**src/rtl/synth_mmio_pkg.sv**
```systemverilog
// Shared constants for the synth MMIO register file: address map, sel encodings,
// voice window geometry and the duty hand-off state encoding.
package synth_mmio_pkg;

    localparam logic [2:0] SEL_LOAD   = 3'd1;
    localparam logic [2:0] SEL_STORE  = 3'd2;
    localparam logic [2:0] SEL_J_OR_B = 3'd6;
    localparam logic [2:0] SEL_X      = 3'd7;

    localparam logic [15:0] ADDR_CC          = 16'h0010;
    localparam logic [15:0] ADDR_IC          = 16'h0014;
    localparam logic [15:0] ADDR_CNT_RST     = 16'h0018;
    localparam logic [15:0] ADDR_LEDS        = 16'h0030;
    localparam logic [15:0] ADDR_DUTY        = 16'h0034;
    localparam logic [15:0] ADDR_DUTY_STATUS = 16'h0040;
    localparam logic [15:0] ADDR_SOURCE      = 16'h0044;
    localparam logic [15:0] ADDR_GSR         = 16'h0100;
    localparam logic [15:0] ADDR_GAIN        = 16'h0104;
    localparam logic [15:0] ADDR_IRQ_MASK    = 16'h0108;
    localparam logic [15:0] ADDR_SINE        = 16'h0200;
    localparam logic [15:0] ADDR_SQUARE      = 16'h0204;
    localparam logic [15:0] ADDR_TRIANGLE    = 16'h0208;
    localparam logic [15:0] ADDR_SAWTOOTH    = 16'h020C;

    localparam logic [15:0] VOICE_BASE   = 16'h1000;
    localparam int          VOICE_STRIDE = 32;

    localparam int OFF_FCW      = 0;
    localparam int OFF_START    = 4;
    localparam int OFF_RELEASE  = 8;
    localparam int OFF_FINISHED = 12;
    localparam int OFF_RESET    = 16;

    typedef enum logic [1:0] {
        DUTY_IDLE     = 2'd0,
        DUTY_REQ      = 2'd1,
        DUTY_WAIT_LOW = 2'd2
    } duty_state_e;

endpackage

```
**src/rtl/synth_mmio_regs_req_ack.sv**
```systemverilog
// Duty-cycle hand-off: shadow register, pending flag and a 4-phase req/ack FSM
// that only changes duty_cycle while duty_req is low.
module synth_req_ack_fsm
    import synth_mmio_pkg::*;
#(
    parameter int DUTY_W = 12
) (
    input  logic              clk,
    input  logic              rst,
    input  logic              wr,
    input  logic [DUTY_W-1:0] wdata,
    input  logic              duty_ack,
    output logic [DUTY_W-1:0] duty_cycle,
    output logic              duty_req,
    output logic              busy,
    output logic              pending
);

    duty_state_e       state, state_nxt;
    logic [DUTY_W-1:0] shadow;
    logic              launch;

    always_ff @(posedge clk) begin
        if (!rst) begin
            state      <= DUTY_IDLE;
            shadow     <= '0;
            pending    <= 1'b0;
            duty_cycle <= '0;
        end else begin
            state <= state_nxt;
            if (wr) shadow <= wdata;
            // a store landing on the launch edge stays pending for the next transfer
            if (wr) pending <= 1'b1;
            else if (launch) pending <= 1'b0;
            if (launch) duty_cycle <= shadow;
        end
    end

    always_comb begin
        state_nxt = state;
        launch    = 1'b0;
        case (state)
            DUTY_IDLE: begin
                if (pending) begin
                    launch    = 1'b1;
                    state_nxt = DUTY_REQ;
                end
            end
            DUTY_REQ:      if (duty_ack)  state_nxt = DUTY_WAIT_LOW;
            DUTY_WAIT_LOW: if (!duty_ack) state_nxt = DUTY_IDLE;
            default:       state_nxt = DUTY_IDLE;
        endcase
    end

    assign duty_req = (state == DUTY_REQ);
    assign busy     = (state != DUTY_IDLE);

endmodule

```
**src/rtl/synth_mmio_regs.sv**
```systemverilog
// MMIO control/status register file for an N-voice synth.
// Optional finished-note interrupt: define SYNTH_MMIO_FINISH_IRQ_EN.
module synth_mmio_regs
    import synth_mmio_pkg::*;
#(
    parameter int N_VOICES = 4,
    parameter int FCW_W    = 24,
    parameter int DUTY_W   = 12,
    parameter int ADDR_W   = 16
) (
    input  logic                      clk,
    input  logic                      rst,
    input  logic                      en,
    input  logic [ADDR_W-1:0]         addr,
    input  logic [2:0]                sel,
    input  logic [31:0]               wdata,
    output logic [31:0]               rdata,
    output logic [N_VOICES*FCW_W-1:0] voice_fcw,
    output logic [N_VOICES-1:0]       note_start,
    output logic [N_VOICES-1:0]       note_release,
    output logic [N_VOICES-1:0]       note_reset,
    input  logic [N_VOICES-1:0]       note_finished,
    output logic [4:0]                sine_shift,
    output logic [4:0]                square_shift,
    output logic [4:0]                triangle_shift,
    output logic [4:0]                sawtooth_shift,
    output logic [4:0]                global_gain,
    output logic                      dac_source,
    output logic [DUTY_W-1:0]         duty_cycle,
    output logic                      duty_req,
    input  logic                      duty_ack,
`ifdef SYNTH_MMIO_FINISH_IRQ_EN
    output logic                      irq,
`endif
    output logic [5:0]                leds
);

    logic                is_load, is_store, gsr_wr, cnt_clr, duty_wr;
    logic                duty_busy, duty_pending;
    logic [31:0]         cc, ic, cc_nxt, ic_nxt, rd_val;
    logic [N_VOICES-1:0] sticky, wr_start, wr_release, wr_reset, wr_fcw, gsr_vec;
    logic [ADDR_W-1:0]   vrel;
    logic                in_win;
    int                  vidx, voff;
    logic                unused_ok;
`ifdef SYNTH_MMIO_FINISH_IRQ_EN
    logic [N_VOICES-1:0] irq_mask;
`endif

    function automatic logic is_at(input logic [ADDR_W-1:0] a, input logic [15:0] c);
        return a == ADDR_W'(c);
    endfunction

    assign is_load  = en && (sel == SEL_LOAD);
    assign is_store = en && (sel == SEL_STORE);
    assign gsr_wr   = is_store && is_at(addr, ADDR_GSR);
    assign cnt_clr  = is_store && is_at(addr, ADDR_CNT_RST);
    assign duty_wr  = is_store && is_at(addr, ADDR_DUTY);
    assign gsr_vec  = {N_VOICES{gsr_wr}};
    assign unused_ok = ^wdata;

    // the clear outranks that cycle's increment; loads observe the post-edge count
    assign cc_nxt = cnt_clr ? 32'd0 : cc + 32'd1;
    assign ic_nxt = cnt_clr ? 32'd0 : ((en && sel != SEL_J_OR_B) ? ic + 32'd1 : ic);

    assign vrel   = addr - ADDR_W'(VOICE_BASE);
    assign in_win = (addr >= ADDR_W'(VOICE_BASE)) && (int'(vrel) < N_VOICES * VOICE_STRIDE);
    assign vidx   = int'(vrel) / VOICE_STRIDE;
    assign voff   = int'(vrel) % VOICE_STRIDE;

    always_comb begin
        wr_fcw     = '0;
        wr_start   = '0;
        wr_release = '0;
        wr_reset   = '0;
        for (int v = 0; v < N_VOICES; v++) begin
            if (is_store && in_win && vidx == v) begin
                wr_fcw[v]     = (voff == OFF_FCW);
                wr_start[v]   = (voff == OFF_START);
                wr_release[v] = (voff == OFF_RELEASE);
                wr_reset[v]   = (voff == OFF_RESET);
            end
        end
    end

    always_comb begin
        rd_val = '0;
        if (is_at(addr, ADDR_CC))          rd_val = cc_nxt;
        if (is_at(addr, ADDR_IC))          rd_val = ic_nxt;
        if (is_at(addr, ADDR_DUTY_STATUS)) rd_val = {30'd0, duty_pending, duty_busy};
`ifdef SYNTH_MMIO_FINISH_IRQ_EN
        if (is_at(addr, ADDR_IRQ_MASK))    rd_val = 32'(irq_mask);
`endif
        for (int v = 0; v < N_VOICES; v++) begin
            if (in_win && vidx == v && voff == OFF_FCW)      rd_val = 32'(voice_fcw[v*FCW_W +: FCW_W]);
            if (in_win && vidx == v && voff == OFF_FINISHED) rd_val = 32'(sticky[v]);
        end
    end

    always_ff @(posedge clk) begin
        if (!rst) begin
            rdata          <= '0;
            voice_fcw      <= '0;
            note_start     <= '0;
            note_release   <= '0;
            note_reset     <= '0;
            sticky         <= '0;
            sine_shift     <= '0;
            square_shift   <= '0;
            triangle_shift <= '0;
            sawtooth_shift <= '0;
            global_gain    <= '0;
            dac_source     <= 1'b0;
            leds           <= '0;
            cc             <= '0;
            ic             <= '0;
        end else begin
            cc           <= cc_nxt;
            ic           <= ic_nxt;
            note_start   <= wr_start;
            note_release <= wr_release;
            note_reset   <= wr_reset | gsr_vec;
            // clear beats a simultaneous set
            sticky       <= (sticky | note_finished) & ~(wr_start | wr_reset | gsr_vec);
            if (is_load) rdata <= rd_val;
            for (int v = 0; v < N_VOICES; v++) begin
                if (wr_fcw[v]) voice_fcw[v*FCW_W +: FCW_W] <= wdata[FCW_W-1:0];
            end
            if (is_store) begin
                if (is_at(addr, ADDR_LEDS))     leds           <= wdata[5:0];
                if (is_at(addr, ADDR_SOURCE))   dac_source     <= wdata[0];
                if (is_at(addr, ADDR_GAIN))     global_gain    <= wdata[4:0];
                if (is_at(addr, ADDR_SINE))     sine_shift     <= wdata[4:0];
                if (is_at(addr, ADDR_SQUARE))   square_shift   <= wdata[4:0];
                if (is_at(addr, ADDR_TRIANGLE)) triangle_shift <= wdata[4:0];
                if (is_at(addr, ADDR_SAWTOOTH)) sawtooth_shift <= wdata[4:0];
            end
        end
    end

`ifdef SYNTH_MMIO_FINISH_IRQ_EN
    always_ff @(posedge clk) begin
        if (!rst) begin
            irq_mask <= '0;
            irq      <= 1'b0;
        end else begin
            if (is_store && is_at(addr, ADDR_IRQ_MASK)) irq_mask <= wdata[N_VOICES-1:0];
            irq <= |(sticky & irq_mask);
        end
    end
`endif

    synth_req_ack_fsm #(
        .DUTY_W(DUTY_W)
    ) u_duty (
        .clk       (clk),
        .rst       (rst),
        .wr        (duty_wr),
        .wdata     (wdata[DUTY_W-1:0]),
        .duty_ack  (duty_ack),
        .duty_cycle(duty_cycle),
        .duty_req  (duty_req),
        .busy      (duty_busy),
        .pending   (duty_pending)
    );

endmodule

```
**config.mk**
```make
export PLATFORM = sky130hd
export DESIGN_NAME = synth_mmio_regs
export DESIGN_NICKNAME = d
export VERILOG_FILES = /design/src/rtl/synth_mmio_pkg.sv /design/src/rtl/synth_mmio_regs_req_ack.sv /design/src/rtl/synth_mmio_regs.sv
export SDC_FILE = /design/constraint.sdc
export NUM_CORES = 1
export LEC_CHECK = 0
export CAP_MARGIN = 15
export CORE_MARGIN = 2
export CORE_UTILIZATION = 39
export DETAILED_ROUTE_END_ITERATION = 16
export PLACE_DENSITY = 0.66
export SLEW_MARGIN = 20
export SYNTH_ARGS = -nofsm -noshare
export SYNTH_HDL_FRONTEND = slang
export SYNTH_SLANG_ARGS = --single-unit
```
**constraint.sdc**
```tcl
create_clock -name clk -period 2.39 [get_ports clk]
set_clock_uncertainty 0.05 [all_clocks]
set_input_delay 0.478 -clock clk [delete_from_list [all_inputs] [get_ports clk]]
set_output_delay 0.478 -clock clk [all_outputs]
set_load 0.02 [all_outputs]
```
* Word-level counts from Yosys, hierarchy flattened
Index checks and enable logic that the tools add are counted.
** Word-level totals
- Register bits :: 267
- Bits of input ports :: 59
- Output and inout bits :: 185
** Operators by class
- Add/subtract/negate cells :: 3
- Magnitude comparators :: 2
- Equality and inequality tests :: 28
- Mux-type cells :: 34
- Bitwise operators :: 6
- Reductions and logical operators :: 41
** Operators with widths (number)
- $mux W32 :: 14
- $add A32 B1 Y32 const B :: 2
- $eq A16 B10 Y1 const B :: 4
- $logic_not A32 Y1 :: 2
- $eq A16 B5 Y1 const B :: 3
- $eq A16 B6 Y1 const B :: 2
- $eq A16 B7 Y1 const B :: 2
- $eq A16 B9 Y1 const B :: 2
- $logic_and A1 B1 Y1 :: 24
- $eq A11 B3 Y1 const B :: 2
- $reduce_and A2 Y1 :: 11
- $ge A16 B13 Y1 const B :: 1
- $lt A16 B8 Y1 const B :: 1
- $mux W1 :: 16
- $or A4 B4 Y4 :: 4
- $sub A16 B13 Y16 const B :: 1
- $eq A5 B5 Y1 const B :: 3
- $eq A11 B2 Y1 const B :: 1
- $mux W2 :: 3
- $pmux W2 S3 :: 1
- $eq A5 B4 Y1 const B :: 1
- $and A4 B4 Y4 :: 1
- $ne A2 B1 Y1 const B :: 2
- $not A4 Y4 :: 1
- 9 further kinds :: 10

* Longest topological paths before layout
Gate-level depths: netlist of the first run.
- Depth in word-level cells :: 15
- Mapped depth :: 10
- Depth with buffers taken out :: 8

* Cells and area by module
From an unflattened synthesis of the first run, not the netlist that was laid out.
** Unflattened totals
- Cell total of the unflattened synthesis :: 1353
- Area, all modules :: 11843.9 µm²
** By module, submodules not included
- synth_mmio_regs :: instances 1, cells an instance 1248, area an instance 10805.4 µm²
- synth_req_ack_fsm :: instances 1, cells an instance 105, area an instance 1038.5 µm²

* Worst setup path before layout of the first run
No wires, ideal clock.
- Path type :: in2reg
- From :: input port addr[13]
- To :: register sawtooth_shift[1]
- Setup time :: 0.128 ns
- Arrival time :: 2.283 ns
- Setup slack :: -0.071 ns
- Stages :: 8
- Buffers on the path :: 0
- Cell sequence :: inv_1 ha_1 nor3b_2 nand4_2 nor4b_4 nor4b_4 mux2i_1 nor2_1
** On the way
- Longest elaborated chain between the ends :: 2
** RTL lines
- from (decl) :: RTL line synth_mmio_regs.sv:14 : input logic [ADDR_W-1:0] addr,
- $eq A16 B10 Y1 :: RTL line synth_mmio_regs.sv:51 : return a == ADDR_W'(c);
- $reduce_and A2 Y1 (no source line)
- to (signal assigned) :: RTL line synth_mmio_regs.sv:136 : if (is_at(addr, ADDR_SAWTOOTH)) sawtooth_shift <= wdata[4:0];
- to (decl) :: RTL line synth_mmio_regs.sv:26 : output logic [4:0] sawtooth_shift,
Every way passes these cells.
A chain may end at the register's enable or synchronous reset.

* Final worst setup path of the first run
- From :: input port addr[12]
- To :: register rdata[19]
** On the way
- Longest elaborated chain between the ends :: 14
** RTL lines
- branches (longest 13 deep; another with $sub A16 B13 Y16)
- $mux W32 * :: RTL line synth_mmio_regs.sv:96 : if (in_win && vidx == v && voff == OFF_FINISHED) rd_val = 32'(sticky[v]);
- to (signal assigned) :: RTL line synth_mmio_regs.sv:125 : if (is_load) rdata <= rd_val;
- to (decl) :: RTL line synth_mmio_regs.sv:17 : output logic [31:0] rdata,
Mark *: on every way between the ends.

==> results of run 1 <==
cells in the mapped netlist, types with 25 or more instances:
master    instances  area share [%]
nand2_1         280             9.1
dfxtp_1         267              46
nor2_1          150             4.9
a21oi_1         124             5.4
clkbuf_1         52             1.7
nand3_1          46             2.0
mux2i_1          40             3.5
xor2_1           31             2.4
a22oi_1          28             1.8
xnor2_1          28             2.1
nand4_1          27             1.5
buf_2            25             1.1
registers in the layout, indices dropped and copies added (netlist names), 4 cells and up:
signal / cells
global_gain: 5
sticky: 4
voice_fcw: 96
triangle_shift: 5
rdata: 32
note_reset: 4
note_start: 4
u_duty.shadow: 12
leds: 6
cc: 32
ic: 32
u_duty.duty_cycle: 12
sawtooth_shift: 5
sine_shift: 5
square_shift: 5
note_release: 4
how the worst max path moves through the flow:
stage | end | slack, ns | cells after the start
floorplan | sawtooth_shift[1] | 0.001 | 8
global placement | rdata[19] | -0.65 | 11
detailed placement | rdata[25] | -0.65 | 11
CTS | rdata[19] | 0.05 | 9
global route | rdata[14] | 0.0003 | 8
finish | rdata[19] | 0.05 | 11
kinds of logic after synthesis:
| group | synth area share [%] |
|---|---|
| AND/OR/NAND/NOR | 26.1 |
| AO/OA/AOI/OAI | 15.3 |
| flip-flops | 46.4 |
| buffers and inverters | 3.65 |
| XOR/XNOR | 4.48 |
| multiplexers | 3.47 |
| adder cells (fa/ha/maj) | 0.652 |
cell type report:
class | instances | area (sq um)
timing repair buffer | 422 | 4010
tap | 384 | 480
clock buffer | 46 | 840
multi-input combinational | 999 | 5820
fill | 2604 | 12300
clock inverter | 8 | 93.8
inverter | 16 | 67.6
sequential | 267 | 5350
what timing repair did:
action                                  CTS  global route
pin swaps                                 3             1
resized for setup                         3             6
setup buffers                             0             0
endpoints found under the hold margin     0             0
hold buffers                              0             0
endpoints found under the setup margin   25            49
tightest hold or removal path, stage by stage, from the launching register on:
cell     delay, ns
dfxtp_1       0.31
nand2_1       0.05
a21oi_1       0.05
layer usage:
metal	vias up	global-route usage [%]	wire length, microns
met5	-	0	0
met4	0	8.99	1510
met3	85	7.86	3850
met2	442	41.8	18800
met1	5480	35.3	18100
li1	5511	-	-
through the flow:
stage               std cells  hold slack, ns  utilization, %  total power [mW]  TNS (ns)
CTS                      2142           0.403            57.5              9.45         0
finish                   2142           0.402            57.5              9.40         0
global placement         2088           0.389            54.3              5.06   -107.19
global route             2142           0.423            57.5              9.66         0
floorplan                1365           0.381               -              4.76         0
detailed placement       2088           0.398            54.3              5.06   -106.88
power by group through the flow:
stage                     combinational, mW  clock [mW]  sequential (mW)
after floorplan                       0.183           0             4.57
final                                 0.490        4.43             4.48
after CTS                             0.487        4.49             4.48
after global placement                0.484           0             4.57
after global routing                  0.522        4.66             4.48
after detailed placement              0.486           0             4.57
==> results_dict.tcl, run 1 <==
set metrics [dict create \
    dpl.hpwl_microns 31300 \
    finalInstanceArea_sq_um 16600 \
    r2r_cells 6 \
    status "finished clean" \
    reg2reg_setup_slack_ns 0.17 \
    final_net_count 1800 \
    die_h_microns 176 \
    max_freq_ghz 0.428 \
    leakage_nw 5.93 \
    clockBufferDepth 3 \
    finalCritPeriodShare_pct 97.8 \
    drt-total-wl_microns 42300 \
    pwr-share-seq_pct 47.6 \
    htree_levels 1 \
    final_common_cell "nand2_1" \
    synthesis.nets 1430 \
    place_area_sq_um 15700 \
    min_period_ns 2.34 \
    portBuffers 235 \
    avgSynthCellArea_sq_um 8.44 \
    ioPinCount 244 \
    drc 0 \
    synth_seq_cells 267 \
    setup_viol 0 \
    critical_path.cell_chain "dlygate4sd2_1 > buf_4 > ha_1 > and4b_2 > nand4_4 > buf_4 > nor3_4 > buf_12 > a222oi_1 > o211ai_1 > o221a_1" \
    synthArstFlopShare_pct 0 \
    worst_slack_ns 0.0529 \
    min_path_type "reg -> reg" \
    cpLargestDelayFamily "compound AO/OA/AOI/OAI gates" \
    wl_per_cell_microns 19.7 \
    gp_congestion 0.946 \
    clk_pin_slew_worst_paths_ns 0.06 \
    rsz0062_at_grt "false" \
    hold_depth 2 \
    power_density_nw_per_um2 565 \
    pwr-share-clk_pct 47.2 \
    synthFlopType "dfxtp_1" \
    overflow 0 \
    slew_headroom_pct 62.3 \
    power.net_switching_mw 2.10 \
    crit_fanout 7 \
    syn2layout_area_growth_pct 44.5 \
    start_util_pct 39.8 \
    synth_edf_count 0 \
    ys_seq_area_share_pct 46.4 \
    first_pass_iters 8 \
    synth_area_sq_um 11500 \
    maxCapViolCount 0 \
    path_buf_inv 4 \
    num_antenna_cells 0 \
    grt_first_pass_wirelength_microns 64800 \
    internal-power_mw 7.30 \
    grt_pass1_vias 11380 \
    critPathRequiredTime_ns 2.78 \
    ir_drop_uv 494 \
    slowest_stage "a222oi_1" \
    drv_slew 0 \
    clk_latency_ns 0.56 \
    dr_total_vias 11518 \
    post-place-ws_ns -0.649 \
    cts-root-buf "clkbuf_16" \
    antenna_left 0 \
    final_cell_mix "nand2_1 (279), dfxtp_1 (267), clkdlybuf4s50_1 (232)" \
    synth_warnings 0 \
    final_layout_size_suffix_gt1_share_pct 15.4 \
    antenna_found_initial 0 \
    synthDistinctLibCells 75 \
    final_hold_viol_count 0 \
    die_w_microns 176 \
    swShare_pct 22.4 \
    grt_max_degree 81 \
    dieArea_sq_um 30900 \
    critical_path_arrival_ns 2.72 \
    crit_type "in -> reg" \
    worstReg2RegStart "ic[5]" \
    cts_tree "yes" \
    holdPathEnd "u_duty.duty_cycle[5]" \
    worstMarginPinSlew_ns 0.564 \
    timing.hold.worst.start "u_duty.shadow[5]" \
    cp-start-kind "input pin" \
    grt_usage_pct 26.7 \
    timing.rr.end "rdata[20]" \
    synth_cells 1365 \
    cts_sinks 267 \
    endpoint_kind "flip-flop" \
    row_count 62 \
    drtIter0Drc 1007 \
    core_area_sq_um 28900 \
    startpoint "addr[12]" \
    path_common_cell "buf_4" \
    max_stage_delay_ns 0.49 \
    numCtsBuffers 29 \
    vias_per_cell 5.38 \
    share_comb_of_total_power_pct 5.2 \
]
No activity file was read; power rests on OpenSTA's default activity.
==> run 2, diff against run 1 <==
Settings changed: CORE_MARGIN 2 to 1.5.
==> results_dict.tcl, run 2 (synthesis results as in run 1) <==
set metrics [dict create \
    postCtsHoldBufs 0 \
    dpl.hpwl_microns 30600 \
    grt_usage_pct 26.6 \
    post-place-ws_ns -0.708 \
    dr_total_vias 11596 \
    critical_path_arrival_ns 1.75 \
    die_w_microns 175 \
    leakage_nw 6.03 \
    max_freq_ghz 0.438 \
    post-route-util_pct 58.1 \
    gp_congestion 0.913 \
    min_period_ns 2.28 \
    dieArea_sq_um 30600 \
    final_layout_size_suffix_gt1_share_pct 15.9 \
    num_antenna_cells 0 \
    grt_first_pass_wirelength_microns 63800 \
    status "finished clean" \
    drv_slew 0 \
    row_count 62 \
    cts-root-buf "clkbuf_16" \
    core_area_sq_um 28900 \
    dp.cells 2082 \
    antenna_found_initial 0 \
    rsz0062_at_grt "false" \
    drc 0 \
    final_hold_viol_count 0 \
    cp-start-kind "flip-flop" \
    worst_slack_ns 0.108 \
    endpoint_kind "output port" \
    clockBufferDepth 3 \
    crit_fanout 3 \
    start_util_pct 39.9 \
    first_pass_iters 7 \
    nFillCells 2616 \
    wl_per_cell_microns 19.5 \
    final_cells 2137 \
    drt-total-wl_microns 41600 \
    place_area_sq_um 15700 \
    worstMarginPinSlew_ns 0.603 \
    power_density_nw_per_um2 575 \
    grt_max_degree 91 \
    ioPinCount 244 \
    vias_per_cell 5.43 \
    critPathRequiredTime_ns 1.86 \
    largest_register_ffs 96 \
    drtIter0Drc 1132 \
    min_path_type "reg -> reg" \
    overflow 0 \
    maxCapViolCount 0 \
    final_net_count 1796 \
    cts_sinks 267 \
    finalCritPeriodShare_pct 95.5 \
    finalInstanceArea_sq_um 16800 \
    clk_latency_ns 0.56 \
    hold_ws_ns 0.402 \
    cts_tree "yes" \
    slew_headroom_pct 59.7 \
    crit_type "reg -> out" \
    ir_drop_uv 501 \
    grt_pass1_vias 11086 \
    numCtsBuffers 30 \
    final_common_cell "nand2_1" \
    final_cell_mix "nand2_1 (279), dfxtp_1 (267), clkdlybuf4s50_1 (231)" \
    htree_levels 1 \
    syn2layout_area_growth_pct 45.6 \
    antenna_left 0 \
    portBuffers 235 \
    setup_viol 0 \
    largest_register "voice_fcw" \
    die_h_microns 175 \
    clk_pin_slew_worst_paths_ns 0.06 \
]
run 2: cell count changes in the layout (fill, tap and decap cells not counted), sizes merged:
cell           previous run  this run
bufinv                    2         3
clkdlybuf4s50           232       231
clkbuf                   46        39
dlymetal6s2s              1         4
inv                      17        18
dlygate4sd2               2         0
buf                     187       182
clkinv                    5         9
clkinvlp                  0         1
run 2: power by group:
| group | total, mW | internal (mW) | switching, mW |
|---|---|---|---|
| combinational | 0.484 | 0.217 | 0.267 |
| clock | 4.68 | 2.79 | 1.90 |
| sequential | 4.48 | 4.46 | 0.0128 |
run 2: final timing paths:
| path | end | from | slack, ns | depth (start not counted) |
|---|---|---|---|---|
| max reg2reg | rdata[21] | ic[6] | 0.19 | 6 |
| min | u_duty.duty_cycle[11] | u_duty.shadow[11] | 0.40 | 2 |
| max | duty_req | u_duty.state[0] | 0.11 | 2 |
| min reg2reg | u_duty.duty_cycle[11] | u_duty.shadow[11] | 0.40 | 2 |
run 2: critical path, stage by stage (launching register included):
cell	delay (ns)
dfxtp_1	0.35
nor2b_1	0.20
clkdlybuf4s50_1	0.65
run 2: metal layers:
layer | up-vias | track usage, % | part of all wire (%) | wire, microns
met5 | - | 0.321 | 0 | 0
met3 | 63 | 6.51 | 8.8 | 3670
li1 | 5509 | - | - | -
met1 | 5563 | 36.1 | 44 | 18100
met4 | 0 | 6.66 | 2.2 | 933
met2 | 461 | 42.4 | 45 | 18900
run 2: cell type report:
| cell class | instances | area (sq um) | area share [%] |
|---|---|---|---|
| tap | 384 | 480 | 2.86 |
| timing repair buffer | 417 | 4020 | 24.0 |
| clock inverter | 15 | 174 | 1.04 |
| multi-input combinational | 999 | 5850 | 34.9 |
| inverter | 16 | 67.6 | 0.403 |
| clock buffer | 39 | 835 | 4.98 |
| sequential | 267 | 5350 | 31.9 |
run 2: what timing repair did:
action                                  CTS  global route
pin swaps                                 0             3
resized for setup                         5            12
endpoints found under the setup margin   55            71
buffers inserted                          0             1
run 2: per-stage QoR:
| stage | power, mW | TNS [ns] |
|---|---|---|
| after floorplan | 4.76 | 0 |
| after global placement | 5.05 | -99.86 |
| after detailed placement | 5.05 | -106.77 |
| after CTS | 9.70 | -0.0138 |
| after global routing | 9.93 | 0 |
| final | 9.64 | 0 |
